==> src/rtl/lfsr_bank_sequencer.sv <==
// lfsr_bank_sequencer
//   Sequences a bank of NLFSR M-bit stochastic-number LFSRs. On start, each
//   LFSR is seeded in index order from a valid/ready seed stream (one-hot load
//   strobes plus a shared registered seed word). The bank then runs for a
//   programmed number of unpaused inference cycles. It is frozen (stoch_log)
//   while the downstream stochastic-logic stage requests a pause.
//
// Ports
//   clk, rst_n          clock (rising edge), asynchronous active-low reset
//   start, abort        run request (accepted in IDLE) / synchronous abort
//   n_cycles [CW]       inference cycles to run, latched on accepted start
//   pause               hold request from the stochastic-logic stage
//   seed_valid/_data    seed stream in; seed_ready out (high in LOAD)
//   load_lfsr [NLFSR]   one-hot load strobe; seeds [M] registered seed word
//   inference           advance-the-bank enable
//   stoch_log           bank freeze (only in RUN while paused)
//   busy, done          not-IDLE flag, one-cycle completion pulse
//   cycle_cnt [CW]      effective inference cycles elapsed in the current run
module lfsr_bank_sequencer #(
  parameter int NLFSR = 4,
  parameter int M     = 8,
  parameter int CW    = 16
) (
  input  logic             clk,
  input  logic             rst_n,
  input  logic             start,
  input  logic             abort,
  input  logic [CW-1:0]    n_cycles,
  input  logic             pause,
  input  logic             seed_valid,
  input  logic [M-1:0]     seed_data,
  output logic             seed_ready,
  output logic [NLFSR-1:0] load_lfsr,
  output logic [M-1:0]     seeds,
  output logic             inference,
  output logic             stoch_log,
  output logic             busy,
  output logic             done,
  output logic [CW-1:0]    cycle_cnt
);

  localparam int IW = (NLFSR > 1) ? $clog2(NLFSR) : 1;

  typedef enum logic [2:0] {
    S_IDLE,
    S_LOAD,
    S_SETTLE,
    S_RUN,
    S_DONE
  } state_t;

  state_t            state_q, state_d;
  logic [IW-1:0]     idx_q, idx_d;
  logic [CW-1:0]     cnt_lat_q, cnt_lat_d;
  logic [CW-1:0]     cycle_cnt_q, cycle_cnt_d;
  logic [M-1:0]      seeds_q, seeds_d;
  logic [NLFSR-1:0]  load_q, load_d;
  logic [CW-1:0]     cnt_inc;

  assign cnt_inc = cycle_cnt_q + CW'(1);

  always_ff @(posedge clk or negedge rst_n) begin
    if (!rst_n) begin
      state_q     <= S_IDLE;
      idx_q       <= '0;
      cnt_lat_q   <= '0;
      cycle_cnt_q <= '0;
      seeds_q     <= '0;
      load_q      <= '0;
    end else begin
      state_q     <= state_d;
      idx_q       <= idx_d;
      cnt_lat_q   <= cnt_lat_d;
      cycle_cnt_q <= cycle_cnt_d;
      seeds_q     <= seeds_d;
      load_q      <= load_d;
    end
  end

  always_comb begin
    state_d     = state_q;
    idx_d       = idx_q;
    cnt_lat_d   = cnt_lat_q;
    cycle_cnt_d = cycle_cnt_q;
    seeds_d     = seeds_q;
    // Load strobes are single-cycle: cleared unless a handshake re-arms them.
    load_d      = '0;

    // Abort outranks every other transition, including a same-cycle start or
    // seed handshake; counters and the seed word are left untouched.
    if (abort) begin
      state_d = S_IDLE;
    end else begin
      unique case (state_q)
        S_IDLE: begin
          if (start) begin
            cnt_lat_d   = n_cycles;
            cycle_cnt_d = '0;
            idx_d       = '0;
            state_d     = S_LOAD;
          end
        end
        S_LOAD: begin
          if (seed_valid) begin
            seeds_d = seed_data;
            load_d  = NLFSR'(1) << idx_q;
            idx_d   = idx_q + IW'(1);
            if (idx_q == IW'(NLFSR - 1)) begin
              state_d = S_SETTLE;
            end
          end
        end
        S_SETTLE: begin
          // Gives the final strobe its own cycle so it never overlaps inference.
          state_d = (cnt_lat_q != '0) ? S_RUN : S_DONE;
        end
        S_RUN: begin
          if (!pause) begin
            cycle_cnt_d = cnt_inc;
            if (cnt_inc == cnt_lat_q) begin
              state_d = S_DONE;
            end
          end
        end
        S_DONE: begin
          state_d = S_IDLE;
        end
        default: begin
          state_d = S_IDLE;
        end
      endcase
    end
  end

  assign seed_ready = (state_q == S_LOAD);
  assign busy       = (state_q != S_IDLE);
  assign done       = (state_q == S_DONE);
  // The only input-to-output paths: pause steers the run enable and freeze.
  assign inference  = (state_q == S_RUN) && !pause;
  assign stoch_log  = (state_q == S_RUN) && pause;
  assign load_lfsr  = load_q;
  assign seeds      = seeds_q;
  assign cycle_cnt  = cycle_cnt_q;

endmodule

==> config.mk <==
export PLATFORM = sky130hd
export DESIGN_NAME = lfsr_bank_sequencer
export DESIGN_NICKNAME = d
export VERILOG_FILES = /design/src/rtl/lfsr_bank_sequencer.sv
export SDC_FILE = /design/constraint.sdc
export NUM_CORES = 1
export LEC_CHECK = 0
export ABC_CLOCK_PERIOD_IN_PS = 3400
export BUFFER_PORTS_ARGS = -buffer_cell sky130_fd_sc_hd__buf_4
export CORE_ASPECT_RATIO = 1.75
export CORE_MARGIN = 5
export CORE_UTILIZATION = 55
export CTS_BUF_LIST = sky130_fd_sc_hd__clkbuf_4 sky130_fd_sc_hd__clkbuf_8 sky130_fd_sc_hd__clkbuf_16
export CTS_CLUSTER_SIZE = 10
export DETAILED_ROUTE_END_ITERATION = 10
export GPL_TIMING_DRIVEN = 0
export PLACE_DENSITY = 0.81
export SLEW_MARGIN = 15
export SYNTH_ARGS = -nofsm -noshare
export SYNTH_HDL_FRONTEND = slang
export SYNTH_SLANG_ARGS = --single-unit
==> constraint.sdc <==
create_clock -name clk -period 3.4 [get_ports clk]
set_clock_uncertainty 0.15 [all_clocks]
set_input_delay 1.02 -clock clk [delete_from_list [all_inputs] [get_ports clk]]
set_output_delay 1.02 -clock clk [all_outputs]
set_load 0.01 [all_outputs]
==> metrics <==
first-pass GRT wire length ~12 mm; Crit path required time 2.23 ns; Post-CTS Resized 0; CTS Hold Bufs 0; Worst Reg-to-Reg Cells 7; Hold Path Sink seeds[3]; share of cells above drive strength 1 0.337; Distinct cells, synth 61; mux contribution to synthesized area 0.100; total CTS buffers 5; mean area per synthesized cell 10.3 µm²; post-synthesis async set-or-reset flop share 1.00; number of global-route vias before repair 2607; WHS Path Cells 1; Final Slew Violations 0; FF-to-FF Start cycle_cnt[1]; Vert. Die Dim 106 µm; Post-Route WL approximately 7.2 mm; ant diodes 0; Slew headroom 0.593; cell area after synthesis 2910 µm²; reg-to-reg endpoint state_q[2]; Crit Path Class flop to output pin; HP Class flop to flop; final setup vio count 0; Synth Area in Compound Gates 0.142; EDFF count, synth 0; Critical Path Start state_q[0]; routability-driven placement congestion ratio 0.855; DP HPWL 5.41 mm; worst slew pin tran roughly 0.6 ns; largest net degree at the start of global routing 50; Vias 2449; GRT Util Overall 0.223; Initial DRC Count 126; initial antenna violation count 0; # Post-CTS Setup Buffers 0; largest family of logic cells by synthesized area simple AND/OR/NAND/NOR gates; fin crit share 0.943; ys flop type dfrtp_1; clk buf depth 2; Switching Share 0.292; Reg power frac 0.472; row cnt 35; pwr dens 456 nW/µm²; H-tree levels 2; clk slew on worst S/H paths ~0.09 ns; drt pass-1 iters 4; setup TNS 0 ns; unrepaired setup endpoints after global routing no; CP Capture Type output pin; Period minus WS final 3.21 ns; Synth warnings 0; syn nets 318; LEAKAGE between 1.5 and 2 nW; post-synthesis adder-cell area fraction 0.0215; DRC violations left 0; chip width 65.0 µm; most common cell after layout, fill and taps aside buf_4; TritonCTS clock tree yes; final hold vios 0; run status finished clean; max cap viols 0; drt wl/cell 17.6 µm; XOR/XNOR share of the synthesized area 0.0633; sequential-to-total area share from yosys stat 0.422; hold wc startpoint seeds[3]; CTS sink cnt 49; critical-path maximum fanout 10; synthesized instance count between 200 and 300; Max rail drop VDD 395 µV; synthesized flop and latch total 49; IO buf count 62; f_max about 310 MHz; Core ar. 5210 µm²; Finished Core Util 0.683; Pint 1.15 mW; power share of the clock group 0.267; Skew-Pair Late Insertion Delay 0.30 ns; final net count 387; NetSw about 470 µW; P&R area growth vs syn 22.4%; clk root buf clkbuf_8; GRT overflow 0; die area 6900 µm²; initial core utilization 0.558; Logic pwr share 0.261; Antenna Nets Post-Route 0; CP Launch Type flop; io pins 63; Simple-Gate Fraction of Synth Area 0.208; routed vias/inst 6.00; CP arrival approximately 2.0 ns; reg2reg setup slack 0.49 ns; most frequent cells in the layout buf_4, dfrtp_1, o21ai_0
worst max path at each step:
stage	endpoint	slack (ns)
after floorplan	state_q[2]	0.76
after global placement	state_q[2]	0.26
after detailed placement	state_q[2]	0.23
after CTS	inference	0.05
after global routing	inference	0.11
final	inference	0.19
Yosys cell counts, types with 2 or more instances:
cell / count / area share
clkbuf_1: 10 / 0.013
nor3b_1: 3 / 0.0077
nand2_1: 22 / 0.028
o21ai_0: 28 / 0.048
nor4_1: 8 / 0.017
buf_6: 2 / 0.0077
nor4_4: 2 / 0.015
o31ai_1: 4 / 0.010
xor2_1: 3 / 0.0090
nor2b_1: 2 / 0.0043
inv_1: 8 / 0.010
and2_1: 4 / 0.0086
nor2_1: 17 / 0.022
xnor2_1: 18 / 0.054
o21a_1: 3 / 0.0077
nor3_1: 3 / 0.0052
a21boi_0: 2 / 0.0052
or3_1: 2 / 0.0043
dfrtp_1: 49 / 0.42
nand2b_1: 5 / 0.011
nand4_4: 2 / 0.015
o41ai_1: 2 / 0.0060
a211oi_1: 2 / 0.0052
nand3b_1: 2 / 0.0052
nand3_1: 5 / 0.0086
mux2_2: 25 / 0.097
or4_1: 2 / 0.0052
ha_1: 5 / 0.022
nand4_2: 2 / 0.0086
or2_2: 2 / 0.0043
nand4_1: 2 / 0.0043
buf_2: 2 / 0.0034
a21oi_1: 7 / 0.012
cell type report:
class | instances | area (µm²)
Timing Repair Buffer | 62 | 465
Buffer | 18 | 95.1
Clock inverter | 2 | 38.8
Tap cell | 55 | 68.8
Inverter | 8 | 30.0
Sequential cell | 49 | 1230
Fill cell | 430 | 1650
Clock buffer | 6 | 76.3
Multi-Input combinational cell | 208 | 1560
flip-flops by register name, summed over array words and instances, names as in the netlist:
name / cells
idx_q: 2
state_q: 3
cnt_lat_q: 16
load_lfsr: 4
cycle_cnt: 16
seeds: 8
per-stage QoR:
stage / total power [mW] / hold slack (ns) / area [µm²] / worst slack [ns] / instances
floorplan: 1.03 / 0.367 / 2910 / 0.755 / 283
global placement: 1.18 / 0.343 / 3440 / 0.258 / 400
detailed placement: 1.20 / 0.349 / 3440 / 0.233 / 400
CTS: 1.63 / 0.371 / 3560 / 0.0466 / 408
global route: 1.71 / 0.391 / 3560 / 0.111 / 408
finish: 1.62 / 0.369 / 3560 / 0.194 / 408
worst max-delay path: stages, from the launching register on:
cell      delay [ns]
dfrtp_1         0.37
clkbuf_1        0.20
nand3b_1        0.16
clkbuf_1        0.40
clkbuf_2        0.37
nor2_1          0.07
buf_4           0.15
layer usage:
| layer | vias up | share of wire | GRT usage |
|---|---|---|---|
| li1 | 1157 | - | - |
| met1 | 1160 | 0.34 | 0.236 |
| met3 | 28 | 0.064 | 0.0412 |
| met4 | 0 | 0.046 | 0.144 |
| met5 | - | 0 | 0 |
| met2 | 104 | 0.55 | 0.393 |
logic make-up (layout without fill, tap and decap cells):
family	after synthesis	in the layout
AO/OA/AOI/OAI	61	61
XOR/XNOR	21	21
adder cells (fa/ha/maj)	5	5
buffers and inverters	26	96
flip-flops	49	49
multiplexers	26	26
AND/OR/NAND/NOR	95	95
power by group through the flow:
stage | logic (mW) | clock network [mW] | registers, mW
finish | 0.422 | 0.433 | 0.766
global route | 0.464 | 0.465 | 0.782
CTS | 0.428 | 0.438 | 0.765
detailed placement | 0.425 | 0 | 0.777
global placement | 0.411 | 0 | 0.772
floorplan | 0.254 | 0 | 0.775
(Power assumes the default switching activity.)
